## src/rtl/execute_cycle_pkg.sv

```systemverilog
// Shared definitions for the execute stage: ALU opcodes, forward selects
// and the layout of the EX/MEM pipeline register.
package execute_cycle_pkg;

    localparam logic [2:0] ALU_ADD = 3'b000;
    localparam logic [2:0] ALU_SUB = 3'b001;
    localparam logic [2:0] ALU_AND = 3'b010;
    localparam logic [2:0] ALU_OR  = 3'b011;
    localparam logic [2:0] ALU_SLT = 3'b101;

    localparam logic [1:0] FWD_RF  = 2'b00;
    localparam logic [1:0] FWD_WB  = 2'b01;
    localparam logic [1:0] FWD_MEM = 2'b10;

    typedef struct packed {
        logic        reg_write;
        logic        mem_write;
        logic        result_src;
        logic [4:0]  rd;
        logic [31:0] pc_plus4;
        logic [31:0] write_data;
        logic [31:0] alu_result;
    } ex_mem_t;

    // Code 11 is reserved and falls back to the register-file value.
    function automatic logic [31:0] forward_pick(input logic [1:0]  sel,
                                                 input logic [31:0] rf_value,
                                                 input logic [31:0] wb_value,
                                                 input logic [31:0] mem_value);
        logic [31:0] picked;
        picked = rf_value;
        case (sel)
            FWD_WB:  picked = wb_value;
            FWD_MEM: picked = mem_value;
            default: picked = rf_value;
        endcase
        return picked;
    endfunction

endpackage

```

## src/rtl/execute_cycle_alu.sv

```systemverilog
// Combinational ALU for the execute stage: add, sub, and, or, signed
// set-less-than; unused opcodes yield zero.
module execute_cycle_alu
    import execute_cycle_pkg::*;
#(
    parameter int XLEN = 32
) (
    input  logic [XLEN-1:0] a,
    input  logic [XLEN-1:0] b,
    input  logic [2:0]      alu_control,
    output logic [XLEN-1:0] result,
    output logic            zero
);

    logic [XLEN-1:0] sum;
    logic [XLEN-1:0] diff;
    logic            less_signed;

    assign sum         = a + b;
    assign diff        = a - b;
    assign less_signed = ($signed(a) < $signed(b));

    always_comb begin
        result = '0;
        case (alu_control)
            ALU_ADD: result = sum;
            ALU_SUB: result = diff;
            ALU_AND: result = a & b;
            ALU_OR:  result = a | b;
            ALU_SLT: result = {{(XLEN-1){1'b0}}, less_signed};
            default: result = '0;
        endcase
    end

    assign zero = (result == '0);

endmodule

```

## src/rtl/execute_cycle.sv

```systemverilog
// Execute stage: operand forwarding, ALU, branch/jump redirect and the
// EX/MEM pipeline register feeding the memory stage.
module execute_cycle
    import execute_cycle_pkg::*;
#(
    parameter int XLEN = 32
) (
    input  logic            clk,
    input  logic            rst,
    input  logic            RegWriteE,
    input  logic            ALUSrcE,
    input  logic            MemWriteE,
    input  logic            ResultSrcE,
    input  logic            BranchE,
    input  logic            jumpE,
    input  logic [2:0]      ALUControlE,
    input  logic [XLEN-1:0] RD1_E,
    input  logic [XLEN-1:0] RD2_E,
    input  logic [XLEN-1:0] Imm_Ext_E,
    input  logic [4:0]      RD_E,
    input  logic [XLEN-1:0] PCE,
    input  logic [XLEN-1:0] PCPlus4E,
    input  logic [1:0]      ForwardA_E,
    input  logic [1:0]      ForwardB_E,
    input  logic [XLEN-1:0] ResultW,
    input  logic [XLEN-1:0] ALU_ResultM_in,
    output logic            PCSrcE,
    output logic [XLEN-1:0] PCTargetE,
    output logic            RegWriteM,
    output logic            MemWriteM,
    output logic            ResultSrcM,
    output logic [4:0]      RD_M,
    output logic [XLEN-1:0] PCPlus4M,
    output logic [XLEN-1:0] WriteDataM,
    output logic [XLEN-1:0] ALU_ResultM
);

    logic [XLEN-1:0] src_a;
    logic [XLEN-1:0] fwd_b;
    logic [XLEN-1:0] src_b;
    logic [XLEN-1:0] alu_result;
    logic            zero;
    ex_mem_t         ex_mem_d;
    ex_mem_t         ex_mem_q;

    assign src_a = forward_pick(ForwardA_E, RD1_E, ResultW, ALU_ResultM_in);
    assign fwd_b = forward_pick(ForwardB_E, RD2_E, ResultW, ALU_ResultM_in);
    assign src_b = ALUSrcE ? Imm_Ext_E : fwd_b;

    execute_cycle_alu #(.XLEN(XLEN)) u_alu (
        .a           (src_a),
        .b           (src_b),
        .alu_control (ALUControlE),
        .result      (alu_result),
        .zero        (zero)
    );

    assign PCTargetE = PCE + Imm_Ext_E;
    assign PCSrcE    = (zero & BranchE) | jumpE;

    // Store data is always the forwarded B operand, even for immediate ops.
    always_comb begin
        ex_mem_d            = '0;
        ex_mem_d.reg_write  = RegWriteE;
        ex_mem_d.mem_write  = MemWriteE;
        ex_mem_d.result_src = ResultSrcE;
        ex_mem_d.rd         = RD_E;
        ex_mem_d.pc_plus4   = PCPlus4E;
        ex_mem_d.write_data = fwd_b;
        ex_mem_d.alu_result = alu_result;
    end

    always_ff @(posedge clk or negedge rst) begin
        if (!rst) begin
            ex_mem_q <= '0;
        end else begin
            ex_mem_q <= ex_mem_d;
        end
    end

    assign RegWriteM   = ex_mem_q.reg_write;
    assign MemWriteM   = ex_mem_q.mem_write;
    assign ResultSrcM  = ex_mem_q.result_src;
    assign RD_M        = ex_mem_q.rd;
    assign PCPlus4M    = ex_mem_q.pc_plus4;
    assign WriteDataM  = ex_mem_q.write_data;
    assign ALU_ResultM = ex_mem_q.alu_result;

endmodule
```

## config.mk

```make
export PLATFORM = sky130hd
export DESIGN_NAME = execute_cycle
export DESIGN_NICKNAME = d
export VERILOG_FILES = /design/src/rtl/execute_cycle_pkg.sv /design/src/rtl/execute_cycle_alu.sv /design/src/rtl/execute_cycle.sv
export SDC_FILE = /design/constraint.sdc
export NUM_CORES = 1
export LEC_CHECK = 0
export ABC_CLOCK_PERIOD_IN_PS = 11900
export BUFFER_PORTS_ARGS = -buffer_cell sky130_fd_sc_hd__buf_2
export CAP_MARGIN = 20
export CORE_ASPECT_RATIO = 2
export CORE_UTILIZATION = 50
export CTS_CLUSTER_SIZE = 12
export DETAILED_ROUTE_END_ITERATION = 16
export GPL_TIMING_DRIVEN = 0
export PLACE_DENSITY = 0.8
export SYNTH_ARGS = -nofsm -noshare
export SYNTH_HDL_FRONTEND = slang
export SYNTH_SLANG_ARGS = --single-unit
```

## constraint.sdc

```tcl
create_clock -name clk -period 11.9 [get_ports clk]
set_input_delay 1.19 -clock clk [delete_from_list [all_inputs] [get_ports clk]]
set_output_delay 1.19 -clock clk [all_outputs]
set_load 0.03 [all_outputs]
```

==> results by group, run 1 <==
Outcome
  • Status: completed

Clocking
  • # clock sinks: 104
  • Postcts setup bufs: 0
  • Clk root buf: clkbuf_16
  • CTS tree: yes
  • CTS clk-pin slew, worst paths: 90 ps
  • Clk buf depth: 2
  • # resized after CTS: 0
  • Num CTS Buffers: 9
  • H-tree depth reported by CTS: 3
  • Cts hold-fix bufs: 0

STA
  • Final Hold Viols: 0
  • Min Tclk post-route: 9270 ps
  • Setup_tns: 0 ps
  • Final period util: 0.779
  • Final Max Slew Viols: 0
  • Tightest Pin Transition: 1130 ps
  • F_max: 108 MHz
  • RSZ-0062 raised after global routing: false
  • Slew HR: 0.237
  • Final setup violation count: 0

Layout
  • FILL cells: 2079
  • Area grow syn2layout: 23.2%
  • Share of cells above drive strength 1: 0.238
  • Antenna diode instance count: 0
  • Finished Layout Cells: 2100
  • Multi-input gate area: 7490 um2
  • Seq. cell area: 2600 um2
  • Fin nets: 2213

Min path
  • Worst Hold Class: in -> async

Yosys
  • Syn Std Cell Area: 11000 um2
  • Most frequent cells after synthesis: 149 x inv_1, 144 x ha_1, 132 x nor2_1
  • Syn avg cell area: 7.66 um2
  • Cell count after synthesis: 1433
  • Sequential fraction of the synthesis area: 0.237
  • Post-synth cell types: 83
  • Synth Register Bits: 104
  • Synth top area share: 0.237
  • Synth warn: 0
  • Most frequent cell after synthesis: inv_1
  • Synthesized Nets: 1824
  • Primary FF master, synth: dfrtp_1
  • Leading area contributor after synthesis: dfrtp_1
  • Top cells by area, synth: dfrtp_1 24%, ha_1 16%, o21ai_0 5.9%
  • Post-synth EDFFs: 0
  • FFs w/ async S/R, synth: 1.00

Die
  • Row cnt: 76
  • Placeable Area: 21500 um2
  • DIE AREA: 22600 um2
  • Ports: 381
  • Die span in x: 107 um
  • Die height: 212 um
  • Initial Util: 0.511

Setup path
  • WS Path Type: in -> out
  • Crit end category: primary output
  • Req. time, crit path: 10710 ps
  • Worst Path Max Fanout: 10
  • Slowest CP cell: o21ai_0
  • CP cell instances: buf_2 -> inv_1 -> ha_1 -> clkbuf_1 -> a22oi_1 -> o21ai_0 -> inv_1 -> fa_1 -> nor2b_1 -> o2111a_1 -> nor3_1 -> o21ai_1 -> a2111oi_2 -> or3_1 -> a2111oi_0 -> o31a_1 -> o32ai_1 -> or4b_2 -> o41ai_2 -> buf_2
  • Setup crit start kind: input port
  • CP peak stage delay: 930 ps
  • Arrival time at the worst endpoint: 8080 ps

Drt
  • WL met1: 15800 um
  • Vias: 12700
  • Top routing layer in use: met4
  • Metal2 WL: 23000 um
  • Routed wl met3: 2860 um
  • DRC: 0
  • Final ANT Viol Nets: 0
  • WL final: 45100 um
  • DR WL/cell: 21.5 um
  • Iter 0 DRT Violations: 965
  • Via density: 6.04
  • First-pass DRT Iterations: 7

Power
  • Clk pwr share: 0.193
  • Switch Pwr: 772 uW
  • Power density cells: 119 nW/um2
  • Lkg Pwr: 6.93 nW
  • Sw frac: 0.482
  • Int Pwr: 831 uW
  • Comb pwr share: 0.559
  • Sequential power share: 0.248
  • Worst VDD drop: 0.103 mV

GRT
  • Vias in the first global route: 12600
  • Total gr overflow: 0
  • Largest net degree at the start of global routing: 69
  • Global-route wire length before repair: 67400 um
  • GRT Resource Usage Total: 0.394
  • Initial antenna violation count: 0

Placed design
  • Placer congestion estimate: 0.997
  • Buffers added on ports: 377
  • Dpl hpwl: 38100 um
  • Cell count after placement: 2084

Job
  • Max cap viols: 0
-- per-layer routing --
layer | GRT usage | up-vias
met5 | 0 | -
met4 | 0.276 | 0
met3 | 0.0567 | 189
met2 | 0.720 | 693
met1 | 0.405 | 5944
li1 | - | 5864
-- area by class of cell --
type	instances	area share
clock inverter	7	0.00490
tap	273	0.0253
inverter	150	0.0416
multi-input combinational	1099	0.554
buffer	80	0.0235
sequential	104	0.192
timing repair buffer	378	0.142
clock buffer	9	0.0166
-- critical path, delay by kind of cell --
kind                       cells  cell delay (ps)
AOI/OAI and AO/OA              9             3330
buffers and inverters          5             1270
and+or+nand+nor                4             1360
adders and majority gates      2              920
-- through the flow --
stage / power, mW / setup WS, ps / hold slack [ps] / cell area, um2 / util
floorplan: 0.993 / 4190 / 894 / 11000 / -
global placement: 1.27 / 2950 / 1300 / 13200 / 0.614
detailed placement: 1.28 / 2830 / 1200 / 13200 / 0.616
CTS: 1.59 / 2820 / 805 / 13500 / 0.629
global route: 1.68 / 2500 / 831 / 13500 / 0.629
finish: 1.60 / 2630 / 793 / 13500 / 0.629
-- layout by cell type, fill, tap and decap left out, types with 25 or more instances in the layout --
master    Yosys  final
ha_1        144    144
nor3_1       25     25
a21o_1       25     25
nor2_1      132    132
xnor2_1      34     34
dfrtp_1     104    104
o21ai_0     130    130
nand2_1     125    125
inv_1       149    149
a21oi_1     117    117
buf_2        11    387
a22oi_1      66     66
clkbuf_1     62     62
-- power groups by stage --
stage | combinational, mW | clock [mW] | sequential [mW]
after floorplan | 0.513 | 0 | 0.480
after global placement | 0.867 | 0 | 0.405
after detailed placement | 0.876 | 0 | 0.405
after CTS | 0.879 | 0.308 | 0.398
after global routing | 0.961 | 0.321 | 0.401
final | 0.896 | 0.310 | 0.398
-- logic make-up (layout without fill, tap and decap cells) --
| family | Yosys count | after routing | share of synthesized area |
|---|---|---|---|
| AOI/OAI and AO/OA | 503 | 503 | 0.300 |
| and+or+nand+nor | 393 | 393 | 0.166 |
| buffers and inverters | 230 | 624 | 0.0802 |
| adders and majority gates | 147 | 147 | 0.170 |
| DFF | 104 | 104 | 0.237 |
| xor gates and xnor gates | 46 | 46 | 0.0367 |
| muxes | 10 | 10 | 0.0106 |
-- sequential cells by signal, summed over array words and instances (netlist names) --
name         flops
PCPlus4M        32
WriteDataM      32
MemWriteM        1
RegWriteM        1
ResultSrcM       1
ALU_ResultM     32
RD_M             5
-- worst max path at each step --
| stage | from | to |
|---|---|---|
| final | ForwardA_E[1] | PCSrcE |
| after global placement | ForwardA_E[1] | PCSrcE |
| after CTS | ForwardA_E[1] | PCSrcE |
| after detailed placement | ForwardA_E[1] | PCSrcE |
| after global routing | ForwardB_E[0] | PCSrcE |
| after floorplan | ForwardB_E[0] | PCSrcE |
No activity file was read; power rests on OpenSTA's default activity.
==> run 2, diff against run 1 <==
Settings changed: ABC_CLOCK_PERIOD_IN_PS 11900 to 8100, CORE_UTILIZATION 50 to 47, PLACE_DENSITY 0.8 to 0.79.
Clock period 11.9 ns to 8.1 ns, I/O delays scaled along.
==> results by group, run 2 (synthesized netlist as in run 1, its figures left out) <==
Outcome
  • Status: completed

Clocking
  • CTS clk-pin slew, worst paths: 80 ps
  • Clk root buf: clkbuf_16
  • Clk buf depth: 2
  • Num CTS Buffers: 9
  • # clock sinks: 104
  • CTS tree: yes
  • H-tree depth reported by CTS: 3

STA
  • Min Tclk post-route: 7980 ps
  • Final setup violation count: 0
  • Setup_tns: 0 ps
  • Final Hold Viols: 0
  • Worst setup margin: 120 ps
  • Final Max Slew Viols: 0
  • Final period util: 0.985
  • F_max: 125 MHz
  • RSZ-0062 raised after global routing: false
  • Slew HR: 0.338
  • Tightest Pin Transition: 985 ps

Power
  • Lkg Pwr: 6.96 nW
  • Total power: 2.36 mW
  • Int Pwr: 1.23 mW
  • Worst VDD drop: 0.181 mV
  • Switch Pwr: 1.13 mW
  • Sw frac: 0.479
  • Sequential power share: 0.248
  • Clk pwr share: 0.193
  • Comb pwr share: 0.560
  • Power density cells: 174 nW/um2

Placed design
  • Dpl hpwl: 37800 um
  • Setup slack after placement: -149 ps
  • Buffers added on ports: 377
  • Placed Instance Area: 13200 um2
  • Cell count after placement: 2091
  • Placer congestion estimate: 0.979

GRT
  • Initial antenna violation count: 2
  • Largest net degree at the start of global routing: 73
  • Vias in the first global route: 12800
  • GRT Resource Usage Total: 0.379
  • Global-route wire length before repair: 67600 um
  • Total gr overflow: 0

Layout
  • Share of cells above drive strength 1: 0.242
  • Area grow syn2layout: 23.8%
  • Fin nets: 2213
  • Commonest non-fill, non-tap cell in the layout: buf_2
  • Finished Layout Cells: 2109
  • Most frequent cells in the layout: 388 x buf_2, 149 x inv_1, 144 x ha_1
  • FILL cells: 2218
  • Fin area: 13600 um2

Setup path
  • Arrival time at the worst endpoint: 7170 ps
  • Slowest CP cell: clkbuf_1
  • Crit. path cell count: 21
  • CP cell instances: buf_2 -> inv_1 -> ha_1 -> clkbuf_1 -> a22oi_1 -> nor2_1 -> a21oi_1 -> o21a_1 -> ha_1 -> or2b_1 -> a2111o_1 -> a21oi_2 -> a211oi_2 -> o221a_1 -> or3b_4 -> a21oi_1 -> or4b_1 -> or4_1 -> or4b_1 -> o41ai_2 -> buf_2
  • Worst Path Max Fanout: 10
  • Kind of cell adding the most delay to the critical path: simple AND/OR/NAND/NOR gates
  • WS Path Type: in -> out
  • WP buf/inv: 4
  • Crit end category: primary output
  • Crit. Startpoint: ForwardB_E[0]
  • Req. time, crit path: 7290 ps
  • CP endpoint: PCSrcE
  • Setup crit start kind: input port
  • CP peak stage delay: 560 ps

Drt
  • Vias: 12800
  • Via density: 6.08
  • DRC: 0
  • First-pass DRT Iterations: 8
  • DR WL/cell: 21.3 um
  • Final ANT Viol Nets: 0
  • Iter 0 DRT Violations: 1085
  • WL final: 45000 um

Die
  • Placeable Area: 22800 um2
  • Ports: 381
  • Die height: 218 um
  • Initial Util: 0.481
  • DIE AREA: 24000 um2
  • Die span in x: 110 um
  • Row cnt: 78

Job
  • Max cap viols: 0

Min path
  • Worst Hold Class: in -> async
## run 2: power by group through the flow
| stage | Combinational [mW] | Clock (mW) | Sequential (mW) |
|---|---|---|---|
| 6_report | 1.32 | 0.454 | 0.584 |
| 5_1_grt | 1.42 | 0.478 | 0.590 |
| 4_1_cts | 1.29 | 0.464 | 0.584 |
| 3_5_place_dp | 1.29 | 0 | 0.594 |
| 3_3_place_gp | 1.27 | 0 | 0.592 |
| 2_1_floorplan | 0.754 | 0 | 0.705 |
## run 2: worst min path at each step
stage                      startpoint              to  cells past startpoint
after global placement    PCPlus4E[6]     PCPlus4M[6]                      1
after CTS                         rst   WriteDataM[0]                      1
after global routing              rst   WriteDataM[0]                      1
after floorplan                   rst  ALU_ResultM[0]                      0
final                             rst   WriteDataM[3]                      1
after detailed placement          rst   WriteDataM[0]                      1
## run 2: area by class of cell
class	count	area, um2	share of cell area
Multi-Input combinational cell	1099	7510	0.553
Sequential cell	104	2600	0.192
Timing Repair Buffer	378	1920	0.141
Inverter	150	563	0.0414
Tap cell	280	350	0.0258
Buffer	80	328	0.0241
Clock buffer	9	225	0.0166
Clock inverter	7	85.1	0.00626
Antenna cell	2	5.00	0.000368
## run 2: timing repair
action	CTS	global route
buffers inserted	0	0
hold buffers	0	0
endpoints found under the setup margin	1	1
resized for setup	3	20
hold endpoints to repair	0	0
## run 2: layer usage
layer,wire length (um),track usage
met1,15000,0.375
met2,23200,0.676
met3,3330,0.0761
met4,3530,0.280
met5,0,0
## run 2: metrics by stage
step,utilization,hold WS (ps)
floorplan,-,514
global placement,0.579,918
detailed placement,0.580,805
CTS,0.594,391
global route,0.595,414
finish,0.595,390
